$ cat src/rtl/demokit_pkg.sv
// Shared VGA timing constants and sequencer state type for the demo output block.
// 640x480@60 timing: visible, front porch, sync and back porch per axis.
package demokit_pkg;

  localparam int H_VISIBLE = 640;
  localparam int H_FRONT   = 16;
  localparam int H_SYNC    = 96;
  localparam int H_BACK    = 48;
  localparam int H_TOTAL   = H_VISIBLE + H_FRONT + H_SYNC + H_BACK;  // 800

  localparam int V_VISIBLE = 480;
  localparam int V_FRONT   = 10;
  localparam int V_SYNC    = 2;
  localparam int V_BACK    = 33;
  localparam int V_TOTAL   = V_VISIBLE + V_FRONT + V_SYNC + V_BACK;  // 525

  typedef enum logic {
    RUN,
    BLANK
  } seq_state_t;

endpackage

$ cat src/rtl/vga_timing.sv
// Raster counters plus zero-latency sync/visible/frame decodes.
// frame_edge is high during the last pixel, so the next edge wraps to (0,0).
module vga_timing
  import demokit_pkg::*;
#(
  parameter int H_VIS = H_VISIBLE,
  parameter int H_FP  = H_FRONT,
  parameter int H_SW  = H_SYNC,
  parameter int H_BP  = H_BACK,
  parameter int V_VIS = V_VISIBLE,
  parameter int V_FP  = V_FRONT,
  parameter int V_SW  = V_SYNC,
  parameter int V_BP  = V_BACK
) (
  input  logic       clk,
  input  logic       rst,
  output logic [9:0] hpos,
  output logic [9:0] vpos,
  output logic       hsync,
  output logic       vsync,
  output logic       display_on,
  output logic       frame_start,
  output logic       frame_edge
);

  localparam logic [9:0] H_LAST   = 10'(H_VIS + H_FP + H_SW + H_BP - 1);
  localparam logic [9:0] V_LAST   = 10'(V_VIS + V_FP + V_SW + V_BP - 1);
  localparam logic [9:0] HS_FIRST = 10'(H_VIS + H_FP);
  localparam logic [9:0] HS_LAST  = 10'(H_VIS + H_FP + H_SW - 1);
  localparam logic [9:0] VS_FIRST = 10'(V_VIS + V_FP);
  localparam logic [9:0] VS_LAST  = 10'(V_VIS + V_FP + V_SW - 1);

  logic line_end;

  assign line_end   = (hpos == H_LAST);
  assign frame_edge = line_end && (vpos == V_LAST);

  // NOTE: reset is synchronous; rst must be high across a rising edge of clk to take effect.
  always_ff @(posedge clk) begin
    if (rst) begin
      hpos <= '0;
      vpos <= '0;
    end else if (line_end) begin
      // NOTE: state uses <= so every flop in this block samples pre-edge values.
      hpos <= '0;
      vpos <= (vpos == V_LAST) ? 10'd0 : vpos + 10'd1;
    end else begin
      hpos <= hpos + 10'd1;
    end
  end

  assign hsync       = !((hpos >= HS_FIRST) && (hpos <= HS_LAST));
  assign vsync       = !((vpos >= VS_FIRST) && (vpos <= VS_LAST));
  assign display_on  = (hpos < 10'(H_VIS)) && (vpos < 10'(V_VIS));
  assign frame_start = (hpos == 10'd0) && (vpos == 10'd0);

endmodule

$ cat src/rtl/demo_scene_sequencer.sv
// Demo frame controller: VGA raster plus a ring of timed scenes separated by blanked gaps.
// Scene state changes only on the frame edge, so it is stable for a whole frame.
module demo_scene_sequencer
  import demokit_pkg::*;
#(
  parameter int NUM_SCENES   = 4,
  parameter int SCENE_FRAMES = 240,
  parameter int BLANK_FRAMES = 8,
  parameter int H_VIS        = H_VISIBLE,
  parameter int H_FP         = H_FRONT,
  parameter int H_SW         = H_SYNC,
  parameter int H_BP         = H_BACK,
  parameter int V_VIS        = V_VISIBLE,
  parameter int V_FP         = V_FRONT,
  parameter int V_SW         = V_SYNC,
  parameter int V_BP         = V_BACK
) (
  input  logic        clk,
  input  logic        rst,
  input  logic        btn_next,
  input  logic        pause,
  output logic [9:0]  hpos,
  output logic [9:0]  vpos,
  output logic        hsync,
  output logic        vsync,
  output logic        display_on,
  output logic        frame_start,
  output logic [2:0]  scene,
  output logic [7:0]  scene_frame,
  output logic        blank_active,
  output logic [15:0] frame_count
);

  localparam logic [7:0] RUN_LAST   = 8'(SCENE_FRAMES - 1);
  localparam logic [7:0] BLANK_LAST = 8'(BLANK_FRAMES - 1);
  localparam logic [2:0] SCENE_LAST = 3'(NUM_SCENES - 1);

  logic       frame_edge;
  logic       btn_meta;
  logic       btn_sync;
  logic       btn_prev;
  logic       btn_rise;
  logic       pending;
  seq_state_t state;

  vga_timing #(
    .H_VIS(H_VIS), .H_FP(H_FP), .H_SW(H_SW), .H_BP(H_BP),
    .V_VIS(V_VIS), .V_FP(V_FP), .V_SW(V_SW), .V_BP(V_BP)
  ) u_timing (
    .clk        (clk),
    .rst        (rst),
    .hpos       (hpos),
    .vpos       (vpos),
    .hsync      (hsync),
    .vsync      (vsync),
    .display_on (display_on),
    .frame_start(frame_start),
    .frame_edge (frame_edge)
  );

  assign btn_rise = btn_sync && !btn_prev;

  always_ff @(posedge clk) begin
    if (rst) begin
      btn_meta     <= 1'b0;
      btn_sync     <= 1'b0;
      btn_prev     <= 1'b0;
      pending      <= 1'b0;
      state        <= RUN;
      scene        <= '0;
      scene_frame  <= '0;
      blank_active <= 1'b0;
      frame_count  <= '0;
    end else begin
      // btn_next is an unsynchronised pin: two flops before it is trusted.
      btn_meta <= btn_next;
      btn_sync <= btn_meta;
      btn_prev <= btn_sync;

      if (frame_edge) begin
        frame_count <= frame_count + 16'd1;
        // The old request is consumed here; a rise seen on this same cycle waits a frame.
        pending     <= btn_rise;
        case (state)
          RUN: begin
            if (pending || (!pause && scene_frame == RUN_LAST)) begin
              state        <= BLANK;
              scene_frame  <= '0;
              blank_active <= 1'b1;
            end else if (!pause) begin
              scene_frame <= scene_frame + 8'd1;
            end
          end
          BLANK: begin
            if (scene_frame == BLANK_LAST) begin
              state        <= RUN;
              scene        <= (scene == SCENE_LAST) ? 3'd0 : scene + 3'd1;
              scene_frame  <= '0;
              blank_active <= 1'b0;
            end else begin
              scene_frame <= scene_frame + 8'd1;
            end
          end
          default: state <= RUN;
        endcase
      end else if (btn_rise) begin
        pending <= 1'b1;
      end
    end
  end

endmodule

$ cat config.mk
export PLATFORM = sky130hd
export DESIGN_NAME = demo_scene_sequencer
export DESIGN_NICKNAME = d
export VERILOG_FILES = /design/src/rtl/demokit_pkg.sv /design/src/rtl/vga_timing.sv /design/src/rtl/demo_scene_sequencer.sv
export SDC_FILE = /design/constraint.sdc
export NUM_CORES = 1
export LEC_CHECK = 0
export CORE_MARGIN = 2
export CORE_UTILIZATION = 46
export CTS_BUF_LIST = sky130_fd_sc_hd__clkbuf_4 sky130_fd_sc_hd__clkbuf_8 sky130_fd_sc_hd__clkbuf_16
export CTS_CLUSTER_DIAMETER = 50
export DETAILED_ROUTE_END_ITERATION = 8
export PLACE_DENSITY_LB_ADDON = 0.05
export SYNTH_ARGS = -nofsm -noshare
export SYNTH_HDL_FRONTEND = slang
export SYNTH_HIERARCHICAL = 1
export SYNTH_SLANG_ARGS = --single-unit
export TNS_END_PERCENT = 20
$ cat constraint.sdc
create_clock -name clk -period 2.6 [get_ports clk]
set_input_delay 0.78 -clock clk [delete_from_list [all_inputs] [get_ports clk]]
set_output_delay 0.78 -clock clk [all_outputs]
set_load 0.01 [all_outputs]
==> results of run 1 <==
[per-stage QoR]
step | std cells | setup WS, ps
finish | 445 | 72.2
global route | 445 | 3.32
CTS | 445 | 33.7
detailed placement | 437 | 57.5
global placement | 437 | 64.2
floorplan | 302 | -11.7
[report_power, final]
group / total, uW / switching (uW) / internal, uW
Clock: 507 / 266 / 241
Sequential: 823 / 6.06 / 817
Combinational: 75.5 / 40.9 / 34.6
[metal layers]
layer / track usage, % / wire length (um)
met1: 25.4 / 2730
met2: 33.4 / 2760
met4: 5.69 / 70
met5: 0 / 0
met3: 4.32 / 217
[Yosys cell counts (all sizes together) (7+ instances only)]
cell type / n / area share [%]
a21oi: 11 / 2.1
and3: 10 / 2.5
buf: 7 / 1.9
dfxtp: 53 / 41
ha: 8 / 3.9
inv: 14 / 2.0
nand2: 21 / 3.0
nand3: 18 / 3.5
nand4: 11 / 2.9
nor2: 42 / 6.1
nor3: 9 / 1.7
nor4: 14 / 4.2
xnor2: 15 / 5.1
xor2: 11 / 3.7
[worst paths after layout]
| path | start | end | cells after the start |
|---|---|---|---|
| setup / recovery | u_timing/hpos[0] | frame_count[14] | 8 |
| hold / removal | btn_sync | btn_prev | 2 |
| hold reg to reg | btn_sync | btn_prev | 2 |
| setup reg to reg | u_timing/hpos[0] | frame_count[14] | 8 |
[sequential cells by signal (all words and copies together), names as in the netlist, 3 cells and up]
register and count:
frame_count 16, scene 3, scene_frame 8, u_timing/hpos 10, u_timing/vpos 10
[worst max-delay path: cells and delay by family, from the launching register on]
| family | cells | cell delay (ps) |
|---|---|---|
| fa+ha+maj | 1 | 170 |
| simple gates | 6 | 1750 |
| flops | 1 | 390 |
| compound gates | 1 | 130 |
[logic make-up after synthesis]
logic type      share of synthesized area [%]
flops                                    40.9
compound gates                           9.99
simple gates                             30.5
fa+ha+maj                                3.86
buf+inv                                  4.83
xor+xnor                                 8.78
mux                                      1.16
[area by class of cell]
cell class	instances	area share [%]
clock buffers	7	2.77
flip-flops and latches	53	30.7
inverters	14	1.51
multi-input cells	222	41.8
repair buffers	76	20.5
well taps	72	2.59
clock inverters	1	0.144
==> out/qor.yml, run 1 <==
yosysSeqAreaShare_pct: 40.9
max_slew_margin_pct: 63.3
hold_viol_final: 0
die_h_um: 79.1
crit_path_start_kind: "flop"
p_total_uw: 1410
hold_path.class: "reg -> reg"
drcViolationCount: 0
cp.arrival_ps: 2760
slowest_delay_ps: 570
yosys_warnings: 6
cp_cell_sequence: "ha_4 -> nand4_4 -> or3_4 -> nor2_4 -> nand2_2 -> or4_4 -> or3_1 -> a21oi_1"
initial_core_util_pct: 47.4
overflow: 0
period_minus_slack_ps: 2530
drv_cap: 0
synth_seq_cells: 53
rsz0062_at_grt: "false"
cts_setup_buffers: 0
final-setup-viol-count: 0
cts-root-buf: "clkbuf_8"
htreeDepth: 2
p_leak_uw: 0.00132
grt_max_degree: 40
final_common_cell: "clkdlybuf4s50_1"
syn-num-nets: 314
max_freq_mhz: 396
utilization_pct: 63.6
netlist_area_um2: 2590
ys_async_sr_fraction_pct: 0
worstSetupPathType: "reg -> reg"
vias_per_cell: 5.24
status: "finished, final reports clean"
holdWs_ps: 436
antenna_left: 0
finalSetupTns_ps: 0
clock_sinks: 53
cts_resized: 7
diodes: 0
clk_pin_slew_worst_paths_ps: 90
multi_input_area_um2: 1460
worst_pin_slew_ps: 546
end_kind: "flop"
grt_first_pass_wirelength_um: 9880
hold_buffers: 0
routed-via-count: 2334
n_fill_cell: 505
cp.required_ps: 2840
synth_edf_count: 0
io_pins: 56
cp_slowest_cell: "or4_4"
core_um2: 5470
numCtsBuffers: 5
yosys.cell_types.count: 46
peakVddDrop_uv: 294
syn_to_final_growth_pct: 34.2
dieArea_um2: 6250
postRouteWirelength_um: 5770
core.rowCount: 27
syn_area_per_cell_um2: 8.58
path_max_fanout: 7
die_x_um: 79.1
antenna_found_initial: 0
routedWlPerCell_um: 13.0
dp_hpwl_um: 4130
layout_common_cells: "clkdlybuf4s50_1 (51), dfxtp_1 (49), nor2_1 (41)"
nNetsFinal: 384
insertion_delay_ps: 310
fin_crit_sh_pct: 97.2
seq_area_um2: 1070
final_area_um2: 3480
track_usage_pct: 19.8
io_buffers: 55
clockBufferDepth: 2
clock_skew_ps: 7.74
grt_pass1_vias: 2104
ys.flop_type: "dfxtp_1"
cts_tree: "done"
syn_inst: 302
powerDensity_nw_per_um2: 404
place_area_um2: 3370
drt_iter0_drc: 113
r2r_slack_ps: 70
slew_violations: 0
gp_congestion: 0.855
first_pass_iters: 4
drive_gt1_share_pct: 13.1
Note: power is estimated with default switching activity, not from simulation.
==> inputs of run 2 (changes only) <==
- PLACE_DENSITY: default -> 0.83
- PLACE_DENSITY_LB_ADDON: 0.05 -> default
==> out/qor.yml, run 2 (same netlist as run 1, synthesis figures left out) <==
status: "finished, final reports clean"  # unchanged
clk_pin_slew_worst_paths_ps: 90  # about the same
routedWlPerCell_um: 13.3  # was 13.0 um
drcViolationCount: 0  # unchanged
max_freq_mhz: 393  # was 396 MHz
drt_iter0_drc: 78  # was 113
hold_viol_final: 0  # unchanged
rsz0062_at_grt: "true"  # was false
overflow: 0  # unchanged
htreeDepth: 2  # unchanged
postRouteWirelength_um: 5880  # was 5770 um
antenna_left: 0  # unchanged
cp.required_ps: 1820  # was 2840 ps
die_h_um: 79.1  # unchanged
track_usage_pct: 19.6  # was 19.8%
grt_pass1_vias: 2152  # was 2104
max_slew_margin_pct: 65.9  # was 63.3%
dp_hpwl_um: 4370  # was 4130 um
slew_violations: 0  # unchanged
fin_crit_sh_pct: 97.9  # was 97.2%
layout_common_cells: "clkdlybuf4s50_1 (52), dfxtp_1 (45), nor2_1 (41)"  # was clkdlybuf4s50_1 (51), dfxtp_1 (49), nor2_1 (41)
path_max_fanout: 5  # was 7
gp_congestion: 0.929  # was 0.855
diodes: 0  # unchanged
cp.arrival_ps: 1770  # was 2760 ps
worst_pin_slew_ps: 507  # was 546 ps
cts_tree: "done"  # unchanged
numCtsBuffers: 5  # unchanged
io_buffers: 55  # unchanged
hold_buffers: 0  # unchanged
vias_per_cell: 5.41  # was 5.24
final_area_um2: 3450  # was 3480 um^2
pwr-share-seq_pct: 59.9  # was 58.6%
period_minus_slack_ps: 2550  # was 2530 ps
drive_gt1_share_pct: 13.8  # was 13.1%
die_x_um: 79.1  # unchanged
p_int_uw: 1070  # was 1090 uW
n_fill_cell: 471  # was 505
hold_path.class: "reg -> reg"  # unchanged
dieArea_um2: 6250  # unchanged
top_regs: "frame_count x16, u_timing/hpos x10, u_timing/vpos x10"  # unchanged
powerDensity_nw_per_um2: 399  # was 404 nW/um^2
core.rowCount: 27  # unchanged
drv_cap: 0  # unchanged
clock_skew_ps: 7.04  # was 7.74 ps
initial_core_util_pct: 47.4  # unchanged
p_leak_uw: 0.00130  # was 0.00132 uW
core_um2: 5470  # unchanged
swShare_pct: 21.9  # was 22.3%
insertion_delay_ps: 300  # was 310 ps
clock_sinks: 53  # unchanged
cts-root-buf: "clkbuf_8"  # unchanged
pwr-share-comb_pct: 5.2  # was 5.4%
end_kind: "output pin"  # was flop
p_switching_uw: 301  # was 313 uW
worstSetupPathType: "reg -> out"  # was reg -> reg
final_common_cell: "clkdlybuf4s50_1"  # unchanged
grt_first_pass_wirelength_um: 9890  # was 9880 um
first_pass_iters: 4  # unchanged
largest_register_ffs: 16  # unchanged
top_register: "frame_count"  # unchanged
p_total_uw: 1370  # was 1410 uW
peakVddDrop_uv: 306  # was 294 uV
clkPwrFrac_pct: 34.8  # was 36.1%
final_cells: 442  # was 445
grt_max_degree: 29  # was 40
io_pins: 56  # unchanged
syn_to_final_growth_pct: 33.0  # was 34.2%
final-setup-viol-count: 0  # unchanged
placed_cells: 434  # was 437
antenna_found_initial: 0  # unchanged
clockBufferDepth: 2  # unchanged
crit_path_start_kind: "flop"  # unchanged
nNetsFinal: 381  # was 384
cts_setup_buffers: 0  # unchanged
routed-via-count: 2391  # was 2334
place_area_um2: 3330  # was 3370 um^2
==> run 2: layout make-up <==
type | count | area [um^2] | share of cell area, %
flip-flops and latches | 53 | 1070 | 31.1
repair buffers | 73 | 678 | 19.7
inverters | 14 | 52.6 | 1.52
clock buffers | 8 | 91.3 | 2.65
multi-input cells | 222 | 1460 | 42.4
well taps | 72 | 90.1 | 2.61
==> run 2: through the flow <==
step / hold slack, ps / util, % / setup WS, ps / TNS [ps]
finish: 441 / 63.0 / 54.7 / 0
global route: 488 / 63.0 / -33.5 / -58.6
floorplan: 414 / - / -11.7 / -11.7
detailed placement: 443 / 60.9 / 109 / 0
global placement: 418 / 60.9 / 104 / 0
CTS: 450 / 62.7 / 16.5 / 0
==> run 2: power groups by stage <==
stage,Sequential (uW),Clock [uW],Combinational (uW)
finish,824,479,71.9
global route,826,531,79.9
CTS,824,495,71.6
detailed placement,843,0,73.2
global placement,843,0,72.7
floorplan,845,0,38.5
==> run 2: worst paths after layout <==
check / startpoint / end / slack (ps) / cells after the start
worst max register to register: u_timing/hpos[0] / frame_count[14] / 120 / 8
worst min-delay path: btn_sync / btn_prev / 440 / 2
worst max-delay path: u_timing/vpos[7] / vsync / 50 / 4
worst min register to register: btn_sync / btn_prev / 440 / 2
==> run 2: routing by layer <==
layer | vias to the layer above | global-route usage, % | routed length, um
met1 | 1114 | 24.4 | 2670
met5 | - | 0 | 0
met4 | 0 | 6.03 | 78
met3 | 9 | 4.55 | 333
li1 | 1198 | - | -
met2 | 70 | 33.6 | 2800
==> run 2: critical path: stages, from the launching register on <==
cell and delay (ps):
dfxtp_1 350, and3_1 210, and2_2 240, o211ai_1 100
clkdlybuf4s50_1 550
==> run 2: repair_timing <==
item                                    4_1_cts  5_1_grt
endpoints found under the setup margin        4        5
cloned                                        0        0
gates resized for setup                       6        9
pin swaps                                     0        0
==> inputs of run 3 (changes only) <==
- CORE_MARGIN: 2 -> 3
==> out/qor.yml, run 3 (same netlist as run 1, synthesis figures left out) <==
status: "finished, final reports clean"  # unchanged
nNetsFinal: 383  # was 381
peakVddDrop_uv: 392  # was 306 uV
die_x_um: 81.1  # was 79.1 um
final-setup-viol-count: 0  # unchanged
initial_core_util_pct: 49.2  # was 47.4%
clockBufferDepth: 2  # unchanged
diodes: 0  # unchanged
core.rowCount: 26  # was 27
powerDensity_nw_per_um2: 397  # was 399 nW/um^2
first_pass_iters: 4  # unchanged
cp.arrival_ps: 2720  # was 1770 ps
cts_tree: "done"  # unchanged
period_minus_slack_ps: 2490  # was 2550 ps
vias_per_cell: 5.51  # was 5.41
worst_slack_ps: 113  # was 54.7 ps
antenna_left: 0  # unchanged
n_fill_cell: 458  # was 471
p_total_uw: 1380  # was 1370 uW
track_usage_pct: 18.9  # was 19.6%
io_buffers: 55  # unchanged
post-place-ws_ps: 94.5  # was 109 ps
drv_cap: 0  # unchanged
routedWlPerCell_um: 13.8  # was 13.3 um
final_area_um2: 3480  # was 3450 um^2
routed-via-count: 2435  # was 2391
insertion_delay_ps: 300  # about the same
top_register: "frame_count"  # unchanged
antenna_found_initial: 0  # unchanged
cts-root-buf: "clkbuf_8"  # unchanged
worst_pin_slew_ps: 441  # was 507 ps
end_kind: "flop"  # was output pin
path_max_fanout: 7  # was 5
overflow: 0  # unchanged
hold_buffers: 0  # unchanged
finalSetupTns_ps: 0  # unchanged
slowest_delay_ps: 570  # was 550 ps
clk_pin_slew_worst_paths_ps: 100  # was 90 ps
grt_pass1_vias: 2153  # was 2152
layout_common_cells: "clkdlybuf4s50_1 (51), dfxtp_1 (46), nor2_1 (41)"  # was clkdlybuf4s50_1 (52), dfxtp_1 (45), nor2_1 (41)
io_pins: 56  # unchanged
die_h_um: 81.1  # was 79.1 um
place_area_um2: 3350  # was 3330 um^2
p_leak_uw: 0.00132  # was 0.00130 uW
syn_to_final_growth_pct: 34.3  # was 33.0%
max_freq_mhz: 402  # was 393 MHz
drcViolationCount: 0  # unchanged
worstSetupPathType: "reg -> reg"  # was reg -> out
cp.required_ps: 2830  # was 1820 ps
clock_skew_ps: 8.73  # was 7.04 ps
grt_max_degree: 39  # was 29
dp_hpwl_um: 4380  # was 4370 um
cp_slowest_cell: "or4_4"  # was clkdlybuf4s50_1
postRouteWirelength_um: 6090  # was 5880 um
drt_iter0_drc: 134  # was 78
max_slew_margin_pct: 70.4  # was 65.9%
drive_gt1_share_pct: 13.7  # was 13.8%
gp_congestion: 0.887  # was 0.929
crit_path_start_kind: "flop"  # unchanged
hold_path.class: "reg -> reg"  # unchanged
cp_cell_sequence: "ha_4 -> nand4_4 -> or3_4 -> nor2_4 -> nand2_2 -> or4_4 -> or3_1 -> a21oi_1"  # was and3_1 -> and2_2 -> o211ai_1 -> clkdlybuf4s50_1
hold_viol_final: 0  # unchanged
numCtsBuffers: 5  # unchanged
largest_register_ffs: 16  # unchanged
core_um2: 5270  # was 5470 um^2
slew_violations: 0  # unchanged
htreeDepth: 2  # unchanged
top_regs: "frame_count x16, u_timing/hpos x10, u_timing/vpos x10"  # unchanged
dieArea_um2: 6570  # was 6250 um^2
fin_crit_sh_pct: 95.6  # was 97.9%
grt_first_pass_wirelength_um: 9990  # was 9890 um
clock_sinks: 53  # unchanged
final_common_cell: "clkdlybuf4s50_1"  # unchanged
run 3: timing repair:
| item | 4_1_cts | 5_1_grt |
|---|---|---|
| setup endpoints to repair | 4 | 6 |
| setup buffers | 0 | 0 |
| resized for setup | 9 | 5 |
run 3: stage by stage:
stage	util, %	std cells	hold WS (ps)
6_report	66.0	442	451
5_1_grt	66.0	442	479
4_1_cts	65.8	442	453
3_5_place_dp	63.5	434	430
3_3_place_gp	63.5	434	425
2_1_floorplan	-	302	414
run 3: power breakdown:
part	internal (uW)	switching, uW	leakage (uW)	total, uW
clock network	217	270	0.0000512	486
logic	32.9	40.9	0.000836	73.7
registers	818	5.29	0.000431	823
run 3: routing by layer:
metal,wire (um),GRT usage (%)
met2,2850,32.0
met4,41,3.55
met5,0,0
met1,2870,25.5
met3,332,3.33
run 3: final cells by class:
type	instances	area (um^2)	area share, %
sequential	53	1070	30.7
inverter	14	52.6	1.51
clock inverter	2	13.8	0.395
timing repair buffer	75	703	20.2
clock buffer	6	82.6	2.37
multi-input combinational	222	1470	42.3
tap	70	87.6	2.52
run 3: path summary, 6_finish.rpt:
| check | endpoint | cells after the start | slack [ps] | from |
|---|---|---|---|---|
| worst min-delay path | btn_sync | 1 | 450 | btn_meta |
| worst max-delay path | frame_count[14] | 8 | 110 | u_timing/hpos[1] |
| worst min register to register | btn_sync | 1 | 450 | btn_meta |
| worst max register to register | frame_count[14] | 8 | 110 | u_timing/hpos[1] |
run 3: critical path, delay by kind of cell, from the launching register on:
kind	cells	cell delay, ps
AND/OR/NAND/NOR	6	1730
flip-flops	1	390
adder cells (fa/ha/maj)	1	180
AO/OA/AOI/OAI	1	120
